## config.mk

```make
export PLATFORM = sky130hd
export DESIGN_NAME = sha1_wb_stream_flat
export DESIGN_NICKNAME = d
export VERILOG_FILES = /design/src/rtl/sha1_wb_stream_if.sv /design/src/rtl/sha1_wb_stream.sv /design/src/flat_wrapper.sv
export SDC_FILE = /design/constraint.sdc
export NUM_CORES = 2
export LEC_CHECK = 0
export ABC_AREA = 1
export BUFFER_PORTS_ARGS = -buffer_cell sky130_fd_sc_hd__buf_4
export CORE_ASPECT_RATIO = 0.7
export CORE_MARGIN = 2
export CORE_UTILIZATION = 55
export DETAILED_ROUTE_END_ITERATION = 10
export HOLD_SLACK_MARGIN = 0.02
export PLACE_DENSITY = 0.76
export SLEW_MARGIN = 10
export SYNTH_ARGS = -nofsm -noshare
export SYNTH_HDL_FRONTEND = slang
export SYNTH_SLANG_ARGS = --single-unit
```

## constraint.sdc

```tcl
create_clock -name wb_clk_i -period 62.7 [get_ports wb_clk_i]
set_clock_uncertainty 0.05 [all_clocks]
set_input_delay 6.27 -clock wb_clk_i [delete_from_list [all_inputs] [get_ports wb_clk_i]]
set_output_delay 6.27 -clock wb_clk_i [all_outputs]
set_load 0.01 [all_outputs]
```

## src/rtl/sha1_wb_stream_if.sv

```systemverilog
// Wishbone slave bus bundle for the SHA-1 streaming front end.
// The bench drives the master side; the hashing block sits on the slave side.
interface sha1_wb_stream_if;
    logic        wbs_stb_i;
    logic        wbs_cyc_i;
    logic        wbs_we_i;
    logic [3:0]  wbs_sel_i;
    logic [31:0] wbs_dat_i;
    logic [31:0] wbs_adr_i;
    logic        wbs_ack_o;
    logic [31:0] wbs_dat_o;

    modport master (
        output wbs_stb_i, wbs_cyc_i, wbs_we_i, wbs_sel_i, wbs_dat_i, wbs_adr_i,
        input  wbs_ack_o, wbs_dat_o
    );

    modport slave (
        input  wbs_stb_i, wbs_cyc_i, wbs_we_i, wbs_sel_i, wbs_dat_i, wbs_adr_i,
        output wbs_ack_o, wbs_dat_o
    );
endinterface

```

## src/rtl/sha1_wb_stream.sv

```systemverilog
// Wishbone-fed SHA-1 block sequencer: buffers message words in a FIFO, feeds
// 512-bit blocks to an external compression core and chains the digest.
module sha1_wb_stream #(
    parameter logic [31:0] BASE_ADDRESS = 32'h30000024,
    parameter int          FIFO_DEPTH   = 32,
    parameter int          LW           = $clog2(FIFO_DEPTH) + 1
) (
    input  logic                   wb_clk_i,
    input  logic                   reset,
    sha1_wb_stream_if.slave        wbs,
    output logic                   done,
    output logic                   irq,
    output logic                   core_start,
    output logic [511:0]           core_block,
    output logic [159:0]           core_h_in,
    input  logic                   core_done,
    input  logic [159:0]           core_digest
);
    localparam int PW = $clog2(FIFO_DEPTH);
    localparam logic [159:0] IV = 160'h67452301_EFCDAB89_98BADCFE_10325476_C3D2E1F0;

    typedef enum logic [2:0] {IDLE, FILL, RUN, WAIT, NEXT, FIN} state_t;
    state_t state, next_state;

    logic [31:0]   offset;
    logic [3:0]    reg_idx;
    logic          in_range, bus_req, wr_ok;
    logic          ctrl_wr, status_wr, msg_wr, soft_rst_cmd, start_cmd;
    logic [31:0]   fifo_mem [FIFO_DEPTH];
    logic [PW-1:0] wr_ptr, rd_ptr;
    logic [LW-1:0] level;
    logic          fifo_full, fifo_empty, push, pop;
    logic          done_r, ovf, irq_en;
    logic [7:0]    remaining;
    logic [3:0]    word_cnt;
    logic [159:0]  h_reg;
    logic [31:0]   rd_data, status_word;

    // Addresses below the base wrap to huge offsets and fall out of range.
    assign offset    = wbs.wbs_adr_i - BASE_ADDRESS;
    assign reg_idx   = offset[5:2];
    assign in_range  = (offset < 32'h24) && (offset[1:0] == 2'b00);
    assign bus_req   = wbs.wbs_stb_i & wbs.wbs_cyc_i & in_range & ~wbs.wbs_ack_o;
    assign wr_ok     = bus_req & wbs.wbs_we_i & (wbs.wbs_sel_i == 4'hF);
    assign ctrl_wr   = wr_ok & (reg_idx == 4'd1);
    assign status_wr = wr_ok & (reg_idx == 4'd2);
    assign msg_wr    = wr_ok & (reg_idx == 4'd3);

    assign soft_rst_cmd = ctrl_wr & wbs.wbs_dat_i[1];
    assign start_cmd    = ctrl_wr & wbs.wbs_dat_i[0] & ~wbs.wbs_dat_i[1] & (state == IDLE);

    assign fifo_full  = (level == LW'(FIFO_DEPTH));
    assign fifo_empty = (level == '0);
    assign push       = msg_wr & ~fifo_full;
    assign pop        = (state == FILL) & ~fifo_empty;

    assign core_h_in = h_reg;
    assign done      = done_r;
    assign irq       = done_r & irq_en;

    always_ff @(posedge wb_clk_i or posedge reset) begin
        if (reset) state <= IDLE;
        else       state <= next_state;
    end

    always_comb begin
        next_state = state;
        core_start = 1'b0;
        case (state)
            IDLE: if (start_cmd) next_state = FILL;
            FILL: if (pop && word_cnt == 4'd15) next_state = RUN;
            RUN: begin
                core_start = 1'b1;
                next_state = WAIT;
            end
            WAIT: if (core_done) next_state = NEXT;
            NEXT: next_state = (remaining != 8'd0) ? FILL : FIN;
            FIN:  next_state = IDLE;
            default: next_state = IDLE;
        endcase
        if (soft_rst_cmd) next_state = IDLE;
    end

    // Storage only; pointers and level carry all the reset semantics.
    always_ff @(posedge wb_clk_i) begin
        if (push) fifo_mem[wr_ptr] <= wbs.wbs_dat_i;
    end

    always_ff @(posedge wb_clk_i or posedge reset) begin
        if (reset) begin
            wr_ptr     <= '0;
            rd_ptr     <= '0;
            level      <= '0;
            done_r     <= 1'b0;
            ovf        <= 1'b0;
            irq_en     <= 1'b0;
            remaining  <= 8'd0;
            word_cnt   <= 4'd0;
            core_block <= '0;
            h_reg      <= IV;
        end else if (soft_rst_cmd) begin
            wr_ptr     <= '0;
            rd_ptr     <= '0;
            level      <= '0;
            done_r     <= 1'b0;
            ovf        <= 1'b0;
            irq_en     <= 1'b0;
            remaining  <= 8'd0;
            word_cnt   <= 4'd0;
            core_block <= '0;
            h_reg      <= IV;
        end else begin
            if (push) wr_ptr <= wr_ptr + PW'(1);
            if (pop) begin
                rd_ptr <= rd_ptr + PW'(1);
                core_block[{~word_cnt, 5'd0} +: 32] <= fifo_mem[rd_ptr];
                word_cnt <= word_cnt + 4'd1;
            end
            case ({push, pop})
                2'b10:   level <= level + LW'(1);
                2'b01:   level <= level - LW'(1);
                default: level <= level;
            endcase

            if (msg_wr && fifo_full)                 ovf <= 1'b1;
            else if (status_wr && wbs.wbs_dat_i[2])  ovf <= 1'b0;

            if (ctrl_wr) irq_en <= wbs.wbs_dat_i[2];

            if (start_cmd) begin
                remaining <= (wbs.wbs_dat_i[15:8] == 8'd0) ? 8'd1 : wbs.wbs_dat_i[15:8];
                h_reg     <= IV;
                done_r    <= 1'b0;
                word_cnt  <= 4'd0;
            end else if (status_wr && wbs.wbs_dat_i[1]) begin
                done_r <= 1'b0;
            end

            if (state == WAIT && core_done) begin
                h_reg     <= core_digest;
                remaining <= remaining - 8'd1;
            end
            if (state == FIN) done_r <= 1'b1;
        end
    end

    always_comb begin
        status_word             = '0;
        status_word[0]          = (state != IDLE);
        status_word[1]          = done_r;
        status_word[2]          = ovf;
        status_word[3]          = irq_en;
        status_word[15:8]       = remaining;
        status_word[16 +: LW]   = level;
    end

    // Digest registers hide the chaining value until the final block is done.
    always_comb begin
        rd_data = 32'h0;
        case (reg_idx)
            4'd0: rd_data = 32'h53484132;
            4'd2: rd_data = status_word;
            4'd3: rd_data = 32'h0fffffea;
            4'd4: rd_data = done_r ? h_reg[159:128] : 32'hfffffff0;
            4'd5: rd_data = done_r ? h_reg[127:96]  : 32'hfffffff0;
            4'd6: rd_data = done_r ? h_reg[95:64]   : 32'hfffffff0;
            4'd7: rd_data = done_r ? h_reg[63:32]   : 32'hfffffff0;
            4'd8: rd_data = done_r ? h_reg[31:0]    : 32'hfffffff0;
            default: rd_data = 32'h0;
        endcase
    end

    always_ff @(posedge wb_clk_i or posedge reset) begin
        if (reset) begin
            wbs.wbs_ack_o <= 1'b0;
            wbs.wbs_dat_o <= 32'h0;
        end else begin
            wbs.wbs_ack_o <= bus_req;
            if (bus_req) wbs.wbs_dat_o <= wbs.wbs_we_i ? 32'h00000001 : rd_data;
            else         wbs.wbs_dat_o <= 32'h0;
        end
    end
endmodule

```

## src/flat_wrapper.sv

```systemverilog
// flat-port wrapper written by rule: the top's interface ports become plain ports
module sha1_wb_stream_flat 
#(
    parameter logic [31:0] BASE_ADDRESS = 32'h30000024,
    parameter int          FIFO_DEPTH   = 32,
    parameter int          LW           = $clog2(FIFO_DEPTH) + 1
)
  (wb_clk_i, reset, done, irq, core_start, core_block, core_h_in, core_done, core_digest, wbs_wbs_stb_i, wbs_wbs_cyc_i, wbs_wbs_we_i, wbs_wbs_sel_i, wbs_wbs_dat_i, wbs_wbs_adr_i, wbs_wbs_ack_o, wbs_wbs_dat_o);
  sha1_wb_stream_if wbs_i ();
  input  logic wb_clk_i;
  input  logic reset;
  output logic done;
  output logic irq;
  output logic core_start;
  output logic [511:0] core_block;
  output logic [159:0] core_h_in;
  input  logic core_done;
  input  logic [159:0] core_digest;
  input wire logic [$bits(wbs_i.wbs_stb_i)-1:0] wbs_wbs_stb_i;
  input wire logic [$bits(wbs_i.wbs_cyc_i)-1:0] wbs_wbs_cyc_i;
  input wire logic [$bits(wbs_i.wbs_we_i)-1:0] wbs_wbs_we_i;
  input wire logic [$bits(wbs_i.wbs_sel_i)-1:0] wbs_wbs_sel_i;
  input wire logic [$bits(wbs_i.wbs_dat_i)-1:0] wbs_wbs_dat_i;
  input wire logic [$bits(wbs_i.wbs_adr_i)-1:0] wbs_wbs_adr_i;
  output wire logic [$bits(wbs_i.wbs_ack_o)-1:0] wbs_wbs_ack_o;
  output wire logic [$bits(wbs_i.wbs_dat_o)-1:0] wbs_wbs_dat_o;
  assign wbs_i.wbs_stb_i = wbs_wbs_stb_i;
  assign wbs_i.wbs_cyc_i = wbs_wbs_cyc_i;
  assign wbs_i.wbs_we_i = wbs_wbs_we_i;
  assign wbs_i.wbs_sel_i = wbs_wbs_sel_i;
  assign wbs_i.wbs_dat_i = wbs_wbs_dat_i;
  assign wbs_i.wbs_adr_i = wbs_wbs_adr_i;
  assign wbs_wbs_ack_o = wbs_i.wbs_ack_o;
  assign wbs_wbs_dat_o = wbs_i.wbs_dat_o;
  sha1_wb_stream #(.BASE_ADDRESS(BASE_ADDRESS), .FIFO_DEPTH(FIFO_DEPTH), .LW(LW)) u_core (.wb_clk_i(wb_clk_i), .reset(reset), .wbs(wbs_i), .done(done), .irq(irq), .core_start(core_start), .core_block(core_block), .core_h_in(core_h_in), .core_done(core_done), .core_digest(core_digest));
endmodule
```

==> parameters.txt <==
Parameter                              Value

Outcome
  Result of the run    complete, no violations

Critical path
  Worst Path Arrival    11.14 ns
  Critical Path Slowest Stage Cell    nor2_2
  Maximum fanout encountered on the critical timing path    225
  Reg2reg setup slack    between 50 and 60 ns
  Kind of cell with the highest combined delay on the critical path    simple AND/OR/NAND/NOR gates
  Critical Path, Cell by Cell    buf_4, nor2_4, nand2_4, nor2_2, inv_1, nand3_1, nand2_1, nor2_1, nand2_1, nor2_2, nand3_1, nor2_4, nand2_8, inv_8, buf_12, a21oi_1
  Crit end category    register
  Worst Path Required    63.30 ns
  Combined buffer and inverter count along the critical path    4
  Critical path class    in2reg
  CP startpoint kind    input pin
  Highest cell delay on the worst timing path    0.96 ns

Clock tree
  CTS Root Buffer Type    clkbuf_16
  CTS tree    built
  Worst-case clock buffer depth    3
  CTS H-Tree Depth    4
  Post-CTS clock slew at the launch and capture registers of the worst setup and hold paths    0.07 ns
  Hold buffer count at cts    0
  TritonCTS Buffers    about 160
  Num Clock Sinks    1,763
  Clock latency on the worst-skew pair    ~0.83 ns
  Setup Fix Bufs, Post-CTS    0
  Cells resized by post-CTS repair    0

Synthesis
  Avg Synthesized Cell Area    between 10 and 15 um^2
  Number of distinct library cells after synthesis    43
  Combinational family with the most area after synthesis    simple AND/OR/NAND/NOR gates
  Number of instances in the synthesized netlist    7,064
  Largest cells by area after synthesis    edfxtp_1, dfrtp_1, nor2_1, nand2_1, o21ai_0
  Count of warnings emitted by yosys    0
  Proportion of synthesized chip area in sequential cells    about 67%
  Most common cell in the synthesized netlist    nor2_1
  Area share of the leading cell type in the synthesized netlist    about two fifths
  Synthesized-area fraction occupied by xor and xnor cells    0.1182%
  Number of enable flip-flop cells after synthesis    1,024
  Number of synthesized register bits    1,763
  Cell type with the highest aggregate area in the netlist    edfxtp_1
  Synthesized-area fraction occupied by ao, oa, aoi and oai cells    11.59%
  Post-synth top flop    edfxtp_1
  Number of nets produced by synthesis    7,310
  Adder-cell share of the synthesized area    0.2026%
  Basic-gate share of the synthesized area counting and, or, nand and nor cells    17.66%
  Top cells by instance count after synthesis    nor2_1, edfxtp_1, nand2_1
  Cell area after synthesis    approximately 74,000 um^2
  Portion of netlist area occupied by mux cells    0%
  Post-synthesis async set-or-reset flop share    41.92%

GRT
  Pin count of the biggest net entering global routing    226
  GRT Resource Usage Total    41.19%
  Vias in the first global route    56,970
  Antenna violations before repair    42
  First-pass GRT wire length    409,100 um
  Grt total ovfl    0

Drt
  Number of nets with antenna violations after detailed routing    0
  Routed vias    61,670
  Routed wire length    289,800 um
  Average wire per cell in the routed design    29.94 um
  DRC errors left    0
  Iteration-0 DRC count of the detailed router    11,050
  Vias per inst    6.372
  Number of iterations in the first detailed-routing pass    6

STA
  Final hold violations    0
  Final worst-path cycle share    16.80%
  F_max    94.91 MHz
  Hold Worst Slack    ~0.46 ns
  Total Negative Setup Slacks    0 ns
  Final setup violation count    0
  Tightest Pin Transition    1.270 ns
  RSZ-0062 raised after global routing    false
  Worst-case setup margin in the final layout    52.16 ns
  Final max-slew violation count    0
  Shortest clock period the worst path allows after layout    roughly 11 ns
  Tightest slew margin relative to the limit    between 10% and 20%

Cells and area
  Number of nets in the final layout    7,984
  Area used by sequential logic in the layout    ~50,000 um^2
  Post-route standard cell area excluding fillers    87,530 um^2
  Share of layout cells above drive strength 1    around a fifth
  Multi-input logic area    22,240 um^2
  Count of placed standard cells in the final layout, fillers left out    9,679
  Filler Cells Inserted    10,240
  Area growth syn-to-layout    18.14%

Floorplanning
  I/O pin count    942
  Core area    133,500 um^2
  Die X-Extent    442.7 um
  Row count    112
  Initial core utilization    55.48%
  Die Ht    311.1 um
  Die outline area    around 140,000 um^2

Power and ir drop
  Cell leakage power    approximately 34 nW
  Max IR drop VDD    0.03962 mV
  Pwr per Cell Area    approximately 53 nW/um^2

Placement
  Placed Cells incl. Taps    9,340
  Post-DP Area    82,220 um^2
  Post-Place Worst Slack    51.53 ns
  Placer's final routability congestion estimate    slightly below 1
  IO buf count    941
  Half-perimeter wire length after placement    roughly 190,000 um

Worst hold path
  Worst min-delay path category    reg2reg

Job
  Number of maximum-capacitance violations    0
placed cells by master, fill, tap and decap left out, types with 10 or more instances in the layout:
cell type / n
a211oi_1: 11
a21oi_1: 536
a31oi_1: 15
a41oi_1: 14
buf_4: 1028
clkbuf_1: 35
clkbuf_16: 166
clkbuf_8: 18
clkinv_1: 29
clkinv_2: 27
dfrtp_1: 656
dfstp_2: 80
diode_2: 40
edfxtp_1: 1024
ha_1: 12
inv_1: 130
nand2_1: 1003
nand3_1: 264
nand4_1: 291
nor2_1: 1268
nor2_2: 11
nor2_4: 38
nor3_1: 10
o211ai_1: 35
o21ai_0: 653
o221ai_1: 97
o22ai_1: 165
or2_2: 146
sequential cells by signal, indices dropped and copies added, names as in the netlist:
name                  cells
u_core.wbs.wbs_dat_o     32
u_core.wbs.wbs_ack_o      1
u_core.word_cnt           4
u_core.done               1
u_core.rd_ptr             5
u_core.ovf                1
u_core.irq_en             1
u_core.state              3
u_core.level              6
u_core.remaining          8
u_core.fifo_mem        1024
u_core.core_block       512
u_core.wr_ptr             5
u_core.core_h_in        160
kinds of logic (layout without fill, tap and decap cells):
family,Yosys count,in the layout
buffers and inverters,671,1479
other,0,40
xor gates and xnor gates,10,10
adders and majority gates,12,12
and+or+nand+nor,3063,3063
DFF,1763,1763
AOI/OAI and AO/OA,1545,1545
final cells by class:
class	count	share of cell area [%]
flip-flops and latches	1763	56.38
multi-input cells	4630	25.41
repair buffers	1033	8.931
clock buffers	219	5.179
well taps	1767	2.526
clock inverters	80	0.7762
inverters	147	0.6833
diodes	40	0.1144
where the power goes:
part | switching, W | total [W] | internal [W]
logic | 0.00137 | 0.00195 | 0.000585
registers | 0.000222 | 0.00169 | 0.00147
clock network | 0.000455 | 0.000995 | 0.000540
total | 0.00204 | 0.00464 | 0.00259
final timing paths:
check	endpoint	startpoint	cells after the start
min in group asynchronous	u_core.core_block[49]	reset	2
max in group asynchronous	u_core.core_h_in[100]	reset	4
setup / recovery	u_core.core_block[413]	wbs_wbs_adr_i[3]	16
hold reg to reg	u_core.core_h_in[84]	u_core.core_h_in[84]	2
hold / removal	u_core.core_h_in[84]	u_core.core_h_in[84]	2
setup reg to reg	u_core.core_block[360]	u_core.rd_ptr[0]	13
through the flow:
step           power [W]  util, %
2_1_floorplan   0.002478        -
3_3_place_gp    0.003540    61.57
3_5_place_dp    0.003572    61.57
4_1_cts         0.004555    65.47
5_1_grt         0.004764    65.50
6_report        0.004636    65.54
metal layers:
metal	vias up	routed length (um)	GRT usage, %
met5	-	55	0
li1	26220	-	-
met3	885	38480	12.34
met4	8	23370	28.42
met2	4649	126400	59.77
met1	29910	101500	53.45
worst reg2reg max path: stages, from the launching register on:
cell	delay, ns
dfrtp_4	0.80
buf_4	0.55
buf_4	0.65
buf_4	0.80
o21ai_0	0.29
o221ai_1	0.48
nand3_1	0.45
nand4_1	0.19
nand2_1	0.42
inv_1	0.68
nand3_1	0.47
nor2_1	0.25
a21oi_1	0.06
nor2_1	0.10
Power figures use the tool's default switching activity.
